## src/rtl/berger_scrub_controller.sv

```systemverilog
// Background scrubber for a Berger-protected memory: sweeps every address, counts detected errors
// and logs failing {addr,data} pairs into a show-ahead FIFO drained by the host.
module berger_scrub_controller #(
    parameter int unsigned ADDR_W    = 4,
    parameter int unsigned DATA_W    = 8,
    parameter int unsigned RD_LAT    = 1,
    parameter int unsigned LOG_DEPTH = 4,
    parameter int unsigned CNT_W     = 8
) (
    input  logic              clk,
    input  logic              rst,
    input  logic              start,
    input  logic              hold,
    output logic              busy,
    output logic              done,
    output logic              mem_rd_en,
    output logic [ADDR_W-1:0] mem_addr,
    input  logic [DATA_W-1:0] mem_data,
    input  logic              mem_error,
    output logic [CNT_W-1:0]  err_count,
    output logic              log_valid,
    output logic [ADDR_W-1:0] log_addr,
    output logic [DATA_W-1:0] log_data,
    input  logic              log_ready,
    output logic              log_overflow
);

    localparam int unsigned LW = $clog2(LOG_DEPTH);

    typedef enum logic [1:0] {S_IDLE, S_ISSUE, S_DRAIN, S_DONE} state_t;

    state_t                   r_state;
    logic                     r_busy;
    logic                     r_done;
    logic [ADDR_W-1:0]        r_addr;
    logic [2:0]               r_drain;
    logic [RD_LAT-1:0]        r_pv;
    logic [ADDR_W-1:0]        r_pa [RD_LAT];
    logic [CNT_W-1:0]         r_cnt;
    logic                     r_ovf;
    logic [ADDR_W+DATA_W-1:0] r_mem [LOG_DEPTH];
    logic [LW:0]              r_wp;
    logic [LW:0]              r_rp;

    logic                     w_start;
    logic                     w_rd_en;
    logic                     w_err;
    logic                     w_empty;
    logic                     w_full;
    logic                     w_pop;
    logic                     w_push;
    logic [ADDR_W+DATA_W-1:0] w_head;

    assign w_start = (r_state == S_IDLE) && start;
    // Read enable follows hold in the same cycle so the write port can be granted immediately.
    assign w_rd_en = (r_state == S_ISSUE) && !hold;
    assign w_err   = r_pv[RD_LAT-1] && mem_error;
    assign w_empty = (r_wp == r_rp);
    assign w_full  = (r_wp[LW] != r_rp[LW]) && (r_wp[LW-1:0] == r_rp[LW-1:0]);
    assign w_pop   = !w_empty && log_ready;
    assign w_push  = w_err && (!w_full || w_pop);
    assign w_head  = w_empty ? '0 : r_mem[r_rp[LW-1:0]];

    assign busy         = r_busy;
    assign done         = r_done;
    assign mem_rd_en    = w_rd_en;
    assign mem_addr     = r_addr;
    assign err_count    = r_cnt;
    assign log_overflow = r_ovf;
    assign log_valid    = !w_empty;
    assign log_addr     = w_head[ADDR_W+DATA_W-1:DATA_W];
    assign log_data     = w_head[DATA_W-1:0];

    always_ff @(posedge clk or negedge rst) begin
        if (!rst) begin
            r_state <= S_IDLE;
            r_busy  <= 1'b0;
            r_done  <= 1'b0;
            r_addr  <= '0;
            r_drain <= '0;
        end else begin
            case (r_state)
                S_IDLE: begin
                    if (start) begin
                        r_state <= S_ISSUE;
                        r_busy  <= 1'b1;
                        r_addr  <= '0;
                    end
                end
                S_ISSUE: begin
                    if (!hold) begin
                        if (r_addr == '1) begin
                            r_state <= S_DRAIN;
                            r_drain <= '0;
                        end else begin
                            r_addr <= r_addr + 1'b1;
                        end
                    end
                end
                S_DRAIN: begin
                    if (r_drain == 3'(RD_LAT - 1)) begin
                        r_state <= S_DONE;
                        r_done  <= 1'b1;
                    end else begin
                        r_drain <= r_drain + 1'b1;
                    end
                end
                S_DONE: begin
                    r_state <= S_IDLE;
                    r_done  <= 1'b0;
                    r_busy  <= 1'b0;
                end
                default: r_state <= S_IDLE;
            endcase
        end
    end

    // Response tracker: mirrors the memory read latency so data is sampled in its valid cycle.
    always_ff @(posedge clk or negedge rst) begin
        if (!rst) begin
            r_pv <= '0;
            for (int unsigned i = 0; i < RD_LAT; i++) r_pa[i] <= '0;
        end else begin
            r_pv[0] <= w_rd_en;
            r_pa[0] <= r_addr;
            for (int unsigned i = 1; i < RD_LAT; i++) begin
                r_pv[i] <= r_pv[i-1];
                r_pa[i] <= r_pa[i-1];
            end
        end
    end

    always_ff @(posedge clk or negedge rst) begin
        if (!rst) begin
            r_cnt <= '0;
            r_ovf <= 1'b0;
            r_wp  <= '0;
            r_rp  <= '0;
        end else begin
            if (w_start) begin
                r_cnt <= '0;
                r_ovf <= 1'b0;
            end else if (w_err) begin
                if (r_cnt != '1) r_cnt <= r_cnt + 1'b1;
                if (!w_push) r_ovf <= 1'b1;
            end
            if (w_push) r_wp <= r_wp + 1'b1;
            if (w_pop)  r_rp <= r_rp + 1'b1;
        end
    end

    always_ff @(posedge clk) begin
        if (w_push) r_mem[r_wp[LW-1:0]] <= {r_pa[RD_LAT-1], mem_data};
    end

endmodule
```

## config.mk

```make
export PLATFORM = sky130hd
export DESIGN_NAME = berger_scrub_controller
export DESIGN_NICKNAME = d
export VERILOG_FILES = /design/src/rtl/berger_scrub_controller.sv
export SDC_FILE = /design/constraint.sdc
export NUM_CORES = 1
export LEC_CHECK = 0
export BUFFER_PORTS_ARGS = -buffer_cell sky130_fd_sc_hd__buf_2
export CORE_MARGIN = 5
export CORE_UTILIZATION = 50
export DETAILED_ROUTE_END_ITERATION = 10
export GPL_TIMING_DRIVEN = 0
export PLACE_DENSITY = 0.7
export SLEW_MARGIN = 20
export SYNTH_ARGS = -nofsm -noshare
export SYNTH_HDL_FRONTEND = slang
export SYNTH_SLANG_ARGS = --single-unit
```

## constraint.sdc

```tcl
create_clock -name clk -period 2 [get_ports clk]
set_input_delay 0.1 -clock clk [delete_from_list [all_inputs] [get_ports clk]]
set_output_delay 0.1 -clock clk [all_outputs]
set_load 0.005 [all_outputs]
```

Yosys cells after proc, flatten, opt, wreduce, memory -nomap -nowiden. Memories as Yosys holds them, arrays and structs flattened. Index checks and enable logic that the tools add are counted.

Add/subtract/negate cells: 5. Multiplexer cells: 26. Eq/ne operators: 15. Reduce and logical (&&, ||, !) cells: 25.

Operators by type and width (number): $mux W8 (3); $mux W12 (1); $mux W4 (3); $ne A2 B2 Y1 const B (6); $reduce_and A4 Y1 (3); $reduce_bool A2 Y1 (6); $add A3 B1 Y3 const B (3); $mux W3 (3); $add A8 B1 Y8 const B (1); $mux W2 (4); $ne A8 B8 Y1 const B (1); $pmux W2 S4 (1); $pmux W4 S2 (1); $reduce_and A2 Y1 (4); $mux W1 (7); $logic_and A1 B1 Y1 (6); $pmux W3 S2 (1); $add A4 B1 Y4 const B (1); $eq A2 B2 Y1 const B (2); $eq A4 B4 Y1 const B (1); $pmux W1 S2 (2); $eq A3 B3 Y1 (1); $logic_not A1 Y1 (3); $logic_not A3 Y1 (1); 6 further kinds (6).

Input port bits: 14. Flip-flop bits (word level): 31. Logic and storage cells: 83. Memories kept: 1. Output and inout port bits: 29. RAM bits: 48.

Memory list: r_mem (words 4, width 12, rd ports 1, clocked after Yosys merged registers in 0, write ports 1, RTL line 41) `logic [ADDR_W+DATA_W-1:0] r_mem [LOG_DEPTH];`.

Depth between registers and ports, before layout. Gate-level depths: netlist of the first run.

Word-level depth: 8. Mapped depth: 8. Gate-level depth less buffers: 7.

Worst setup path after synthesis of the first run. Ideal clock, no wire load.

Path type: register to register. Start: reg r_rp[0]. End: mem r_mem[3][0] (netlist bit), enable pin. Setup slack: 425 ps. Period minus slack after synthesis: 1575 ps. Buffers on the path: 1. Data arrival time: 1213 ps. Stages on the path, launching flop included: 5. Required time: 1637 ps. Library setup time: 363 ps. Cells stage by stage: dfrtp_1 buf_6 xnor2_2 nand4b_2 and3_1.

Cells in the longest elaborated chain, start to end: 7. Elaborated cells between the ends (all ways): 10. Those cells by class: eq/ne: 2; mux: 2; reduce/logical: 6.

RTL lines: from (decl) (RTL line 43) `logic [LW:0] r_rp;`; from (signal assigned) (RTL line 148) `if (w_pop) r_rp <= r_rp + 1'b1;`; $eq A3 B3 Y1 / $eq A2 B2 Y1 (equally long branches) (RTL line 58, 59); $logic_not A1 Y1 / $logic_and A1 B1 Y1 (equally long branches) (RTL line 60, 59); $logic_and A1 B1 Y1 / $logic_not A1 Y1 (equally long branches) (RTL line 60, 61); $logic_or A1 B1 Y1 * (RTL line 61) `assign w_push = w_err && (!w_full || w_pop);`; $logic_and A1 B1 Y1 * (RTL line 61); $mux W1 * (RTL line 153) `if (w_push) r_mem[r_wp[LW-1:0]] <= {r_pa[RD_LAT-1], mem_data};`; $mux W1 (implied by the code) * (RTL line 153); to (decl) (RTL line 41).

Mark *: on every way between the ends. The rest lies on a longest branch, timed or not.

Final worst setup path of the first run.
Start: reg r_rp[0]. End: out log_data[3].

Cells in the longest elaborated chain, start to end: 2. Elaborated cells between the ends (all ways): 3. Those cells by class: eq/ne: 1; mux: 1; memory: 1.

RTL lines: $mem_v2 Z4 W12 / $eq A3 B3 Y1 (equally long branches); $mux W12 * (RTL line 62) `assign w_head = w_empty ? '0 : r_mem[r_rp[LW-1:0]];`; to (decl) (RTL line 23) `output logic [DATA_W-1:0] log_data,`.

Marks and branches as above.

==> key figures, run 1 <==
Status
  • Outcome: complete, no violations

Synthesis
  • Cells after Synth: ~250
  • Synthesized area: between 3000 and 4000 µm²
  • Seq/Total Area, Yosys: 0.625
  • Number of synthesized register bits: approximately 80
  • Main area contributors after synthesis: edfxtp_1 (41%), dfrtp_1 (22%), mux4_2 (5.7%), ha_1 (4.6%), and2_1 (2.5%)
  • Area leader, netlist: edfxtp_1
  • Async SR Flop Fraction: 0.392
  • Synthesis warning total: 0
  • Yosys cell types: 42
  • Syn_nets: approximately 280
  • Synth top area share: 0.407
  • Mean Syn Cell Area: between 10 and 15 µm²
  • Synth Flop Type: edfxtp_1
  • Number of enable flip-flop cells after synthesis: between 40 and 50

Critical path
  • Crit Path Class: reg -> out
  • Worst path top cell family by delay: multiplexers
  • Kind of start point of the critical path: register
  • Worst-path maximum fanout: 6
  • CP Capture Type: output pin
  • Slowest-stage cell, CP: mux4_2
  • Biggest cell delay along the critical path: 0.48 ns
  • Critical Path RT: 1.90 ns
  • Worst path bufs/invs: 3
  • Critical Path, Cell by Cell: buf_6 > clkbuf_16 > mux4_2 > and2_1 > buf_2
  • Critical Path AT: 1.80 ns

Drt
  • Routed Antenna Nets: 0
  • DR DRC count: 0
  • Pre-Repair DR Iteration Count: 4
  • Routed len/inst: approximately 16 µm
  • Total wire length: roughly 6600 µm
  • Vias per cell: 5.26
  • Initial DRC Count: 63
  • Total number of vias: 2179

Placed design
  • GPL Wtd Cong: approximately 0.86
  • Post-placement cell area: slightly below 4000 µm²
  • Final HPWL DP: around 4300 µm
  • PortBufs: between 40 and 50

CTS
  • Clock sink count: between 70 and 80
  • Worst-skew pair later-pin latency: between 0.3 and 0.4 ns
  • Total CTS buffers: 9
  • Worst-path clk slew: around 0.07 ns
  • CTS tree: yes
  • Clock buffer depth: 2
  • Root Buffer: clkbuf_8
  • Htree depth: 3

Global route
  • Total global-route track usage: 0.161
  • Grt ovf: 0
  • Initial antenna violation count: 0
  • First-pass GRT wire length: between 10000 and 15000 µm
  • Vias in the first global route: between 2000 and 2500
  • Largest net degree at the start of global routing: 32

Power and ir drop
  • Design Power: between 0.005 and 0.006 W
  • P_leak: approximately 1.8 nW
  • Pint: 0.00396 W
  • Worst vdd ir: ~0.00084 V
  • Clock power share: 0.249
  • P per Cell Area: between 1000 and 1500 nW/µm²
  • Switching pwr: approximately 0.0018 W
  • Switching Fraction: 0.309
  • Flop pwr share: 0.391
  • Logic gate share of total power: 0.360

STA
  • Final Max Slew Viols: 0
  • Setup TNS: 0 ns
  • RSZ-0062 raised after global routing: false
  • Worst-Margin Slew: 0.698 ns
  • # setup viols final: 0
  • Fin crit share: 0.948
  • Clk_skew: approximately 0.013 ns
  • Hold Vio Cnt, Final: 0
  • FMAX: approximately 530 MHz
  • Minimum clock period: roughly 1.9 ns
  • Slew HR: 0.535

Die
  • Die area: 8870 µm²
  • FP Rows: 30
  • CORE AREA: 6830 µm²
  • Die width: roughly 94 µm
  • Die extent in y: 94.2 µm
  • Initial cell density of the core: 0.519
  • I/O Pins: 43

Cells and area
  • Core Util, Final: 0.624
  • NumNets Final: 340
  • Final Instance Area: around 4300 µm²
  • Layout cells sized above 1: 0.264
  • Ant diodes: 0
  • Area Growth Syn to Fin: 20.3%

Min path
  • Worst hold-check path type: in -> reg

Job
  • Max-Cap Viols: 0
## synth_stat cells, types with 5 or more instances
cell type and number:
inv_1 16, nor3_1 8, a21oi_1 9, xnor2_1 5
nand3_1 11, nand2_1 11, nor2_1 7, and3_1 7
dfrtp_1 31, and2_1 14, o21ai_0 10, mux4_2 9
edfxtp_1 48, ha_1 13
## cells by family (layout without fill, tap and decap cells)
kind of cell / after synthesis / count (layout) / share of synthesized area
DFF: 79 / 79 / 0.625
adders and majority gates: 13 / 13 / 0.0459
and+or+nand+nor: 72 / 72 / 0.114
muxes: 17 / 17 / 0.0946
AOI/OAI and AO/OA: 35 / 35 / 0.0621
xor gates and xnor gates: 9 / 9 / 0.0244
buffers and inverters: 24 / 93 / 0.0335
## power by group through the flow
stage	combinational (W)	sequential [W]	clock (W)
floorplan	0.00140	0.00221	0
global placement	0.00194	0.00225	0
detailed placement	0.00199	0.00226	0
CTS	0.00201	0.00223	0.00145
global route	0.00232	0.00228	0.00152
finish	0.00206	0.00224	0.00143
## worst reg2reg max path, delay by kind of cell (launching register included)
family | cells | cell delay [ns]
XOR/XNOR | 1 | 0.15
buffers and inverters | 1 | 0.16
flip-flops | 1 | 0.39
AND/OR/NAND/NOR | 2 | 0.80
## worst paths after layout
check | from | endpoint | slack [ns] | depth (start not counted)
worst max-delay path | r_rp[0]$_DFFE_PN0P_ | log_data[3] | 0.10 | 5
worst min-delay path | log_ready | r_rp[2]$_DFFE_PN0P_ | 0.07 | 3
worst max register to register | r_rp[0]$_DFFE_PN0P_ | r_mem[3][1]$_DFFE_PP_ | 0.14 | 4
worst min register to register | mem_addr[1]$_DFFE_PN0P_ | r_pa[1]$_DFF_PN0_ | 0.50 | 0
max in group asynchronous | rst | r_drain[1]$_DFFE_PN0P_ | 1.22 | 2
min in group asynchronous | rst | err_count[6]$_DFFE_PN0P_ | 0.33 | 2
## flip-flops by register name (all words and copies together) (netlist names)
register / cells
mem_addr: 4
r_state: 2
r_mem: 48
log_overflow: 1
done: 1
r_rp: 3
r_pv: 1
r_wp: 3
r_drain: 3
busy: 1
r_pa: 4
err_count: 8
## metal layers
| metal | GRT usage | up-vias | routed length [µm] |
|---|---|---|---|
| met5 | 0 | - | 0 |
| met4 | 0.0517 | 0 | 107 |
| met3 | 0.0505 | 10 | 256 |
| met1 | 0.197 | 1074 | 2890 |
| li1 | - | 1055 | - |
| met2 | 0.269 | 40 | 3300 |
## repair_timing
item                       4_1_cts  5_1_grt
hold endpoints to repair        63        0
setup endpoints to repair        0       13
buffers inserted                 0        1
hold buffers                     9        0
resized for setup                0        3
## through the flow
step                      setup slack [ns]  hold WS [ns]  std cells
after detailed placement            0.0917         0.195        387
after CTS                           0.0458        0.0712        412
after floorplan                      0.425        -0.196        249
after global routing               0.00143        0.0577        414
after global placement               0.169         0.181        387
final                                0.105        0.0674        414
## cells in the final DEF (no fill, tap or decap), types with 2 or more instances in the layout
cell type,n
o31ai_1,2
and3_1,7
xnor2_2,2
mux4_2,9
clkbuf_1,3
and4_1,2
xor2_1,2
a31oi_1,2
buf_2,45
ha_1,13
mux2_2,3
nand2b_1,4
mux4_1,3
nand3_1,11
mux2i_1,2
dlygate4sd3_1,9
nand4_1,4
nand2_1,11
nor3_1,8
bufinv_16,3
and2_1,14
dfrtp_1,31
clkbuf_8,10
xnor2_1,4
a211o_1,2
o21ai_0,10
a211oi_1,2
nor2_1,7
edfxtp_1,48
a21oi_1,9
inv_1,16
## layout make-up
class	instances	area (µm²)
plain buffers	8	61.3
clock buffers	11	141
clock inverters	5	106
fillers	558	2570
inverters	16	60.1
multi-input cells	146	1220
flip-flops and latches	79	2220
well taps	96	120
repair buffers	53	333
No activity file was read; power rests on OpenSTA's default activity.
==> inputs of run 2 (changes only) <==
BUFFER_PORTS_ARGS = -buffer_cell sky130_fd_sc_hd__buf_4   (was -buffer_cell sky130_fd_sc_hd__buf_2)
==> run 2 against run 1 <==
Effect of this change: flip-flop and latch count did not move; global-route usage fell by 0.31 points; final cell count did not move; largest cell class unchanged; largest power group is now combinational logic; die area did not move; critical path type unchanged.
==> key figures, run 2 (synthesis gave the netlist of run 1 again) <==
Status
  • Outcome: complete, no violations

Drt
  • Total wire length: 6680 µm
  • Pre-Repair DR Iteration Count: 5
  • Initial DRC Count: ~150
  • Vias per cell: 5.36
  • Routed len/inst: between 15 and 20 µm
  • Routed Antenna Nets: 0
  • DR DRC count: 0
  • Total number of vias: 2221

Critical path
  • Worst path bufs/invs: 3
  • Flop2flop setup slack: 0.10 ns
  • Biggest cell delay along the critical path: between 0.4 and 0.5 ns
  • Critical Path RT: ~1.9 ns
  • Worst path top cell family by delay: multiplexers
  • Kind of start point of the critical path: register
  • Critical Path AT: 1.84 ns
  • Worst r2r src: r_rp[0]$_DFFE_PN0P_
  • Reg2reg path depth: 4
  • Crit Path Class: reg -> out
  • CP Capture Type: output pin
  • Critical path origin: r_rp[0]$_DFFE_PN0P_
  • Worst-path maximum fanout: 6
  • R2R Path End: r_mem[3][11]$_DFFE_PP_
  • Slowest-stage cell, CP: mux4_2
  • Critical Path, Cell by Cell: buf_6 > clkbuf_16 > mux4_2 > and2_1 > buf_4

Min path
  • WHS Path Cells: 3
  • Worst hold-check path type: in -> reg
  • Min-delay src: log_ready
  • Worst Hold Path EP: r_rp[2]$_DFFE_PN0P_

STA
  • Clk_skew: 0.0128 ns
  • Fin crit share: 0.968
  • Worst-Margin Slew: between 0.6 and 0.7 ns
  • Minimum clock period: a little under 2 ns
  • Final Max Slew Viols: 0
  • # setup viols final: 0
  • Setup TNS: 0 ns
  • Hold Vio Cnt, Final: 0
  • FMAX: approximately 520 MHz
  • Slew HR: 0.543

Die
  • FP Rows: 30
  • Die area: 8870 µm²
  • Die extent in y: 94.2 µm
  • Die width: approximately 94 µm
  • Initial cell density of the core: 0.519
  • CORE AREA: 6830 µm²
  • I/O Pins: 43

Cells and area
  • NumNets Final: 340
  • Commonest non-fill, non-tap cell in the layout: edfxtp_1
  • Layout cells sized above 1: 0.264
  • Area taken by multi-input logic gates: between 1000 and 1500 µm²
  • Register Area: ~2200 µm²
  • Largest register FFs: 48
  • Most frequent cells in the layout: edfxtp_1 (48), buf_4 (43), dfrtp_1 (30)
  • Area Growth Syn to Fin: 22.3%
  • Filler cell count: ~530
  • Ant diodes: 0

CTS
  • Clock sink count: between 70 and 80
  • Total CTS buffers: 9
  • Worst-skew pair later-pin latency: ~0.35 ns
  • Htree depth: 3
  • Worst-path clk slew: 0.09 ns
  • Clock buffer depth: 2
  • CTS tree: yes
  • Root Buffer: clkbuf_8

Job
  • Max-Cap Viols: 0

Global route
  • Largest net degree at the start of global routing: 32
  • Vias in the first global route: approximately 2200
  • Grt ovf: 0
  • Initial antenna violation count: 0
  • Total global-route track usage: 0.157
  • First-pass GRT wire length: 10500 µm

Power and ir drop
  • Worst vdd ir: approximately 0.00079 V
  • Logic gate share of total power: 0.394
  • Clock power share: 0.220
  • Switching pwr: ~0.0018 W
  • P_leak: about 1.8 nW
  • Flop pwr share: 0.386
  • Pint: approximately 0.004 W
  • Design Power: 0.00579 W
  • P per Cell Area: about 1300 nW/µm²
  • Switching Fraction: 0.316

Placed design
  • GPL Wtd Cong: roughly 0.81
  • Final HPWL DP: approximately 4400 µm
  • PortBufs: 42
run 2: layout make-up:
type / count / area share
repair buffers: 53 / 0.101
multi-input cells: 146 / 0.282
flip-flops and latches: 79 / 0.512
plain buffers: 8 / 0.0141
inverters: 16 / 0.0138
clock inverters: 6 / 0.0199
well taps: 96 / 0.0277
clock buffers: 10 / 0.0294
run 2: layer usage:
metal / GRT usage / share of wire
met1: 0.201 / 0.46
met2: 0.252 / 0.48
met3: 0.0425 / 0.046
met4: 0.0686 / 0.016
met5: 0 / 0
run 2: repair_timing:
item / CTS / global route
endpoints found under the setup margin: 2 / 9
cloned: 0 / 1
resized for setup: 1 / 3
hold buffers: 9 / 0
hold endpoints to repair: 63 / 0
setup buffers: 0 / 1
run 2: power groups by stage:
stage	Clock (W)	Sequential [W]	Combinational, W
after global routing	0.00138	0.00227	0.00253
after CTS	0.00130	0.00223	0.00221
after global placement	0	0.00225	0.00211
final	0.00127	0.00224	0.00228
after detailed placement	0	0.00226	0.00218
after floorplan	0	0.00221	0.00140
run 2: tightest hold or removal path: stages:
cell	delay, ns
buf_4	0.13
nand3_1	0.08
xnor2_1	0.06
run 2: through the flow:
step	cells	hold slack (ns)	area [µm²]	setup slack, ns	utilization
3_5_place_dp	387	0.0623	3980	0.105	0.583
5_1_grt	414	0.0549	4340	-0.00227	0.635
2_1_floorplan	249	-0.196	3540	0.425	-
3_3_place_gp	387	0.0613	3980	0.174	0.583
6_report	414	0.0626	4340	0.0632	0.635
4_1_cts	412	0.0455	4290	0.0244	0.628
run 2: worst max-delay path by stage:
| stage | to | slack [ns] | cells past startpoint |
|---|---|---|---|
| 2_1_floorplan | r_mem[3][0]$_DFFE_PP_ | 0.42 | 4 |
| 3_3_place_gp | r_mem[3][0]$_DFFE_PP_ | 0.17 | 4 |
| 3_5_place_dp | r_wp[2]$_DFFE_PN0P_ | 0.10 | 4 |
| 4_1_cts | log_addr[2] | 0.02 | 4 |
| 5_1_grt | log_addr[2] | -0.002 | 6 |
| 6_report | log_addr[0] | 0.06 | 5 |
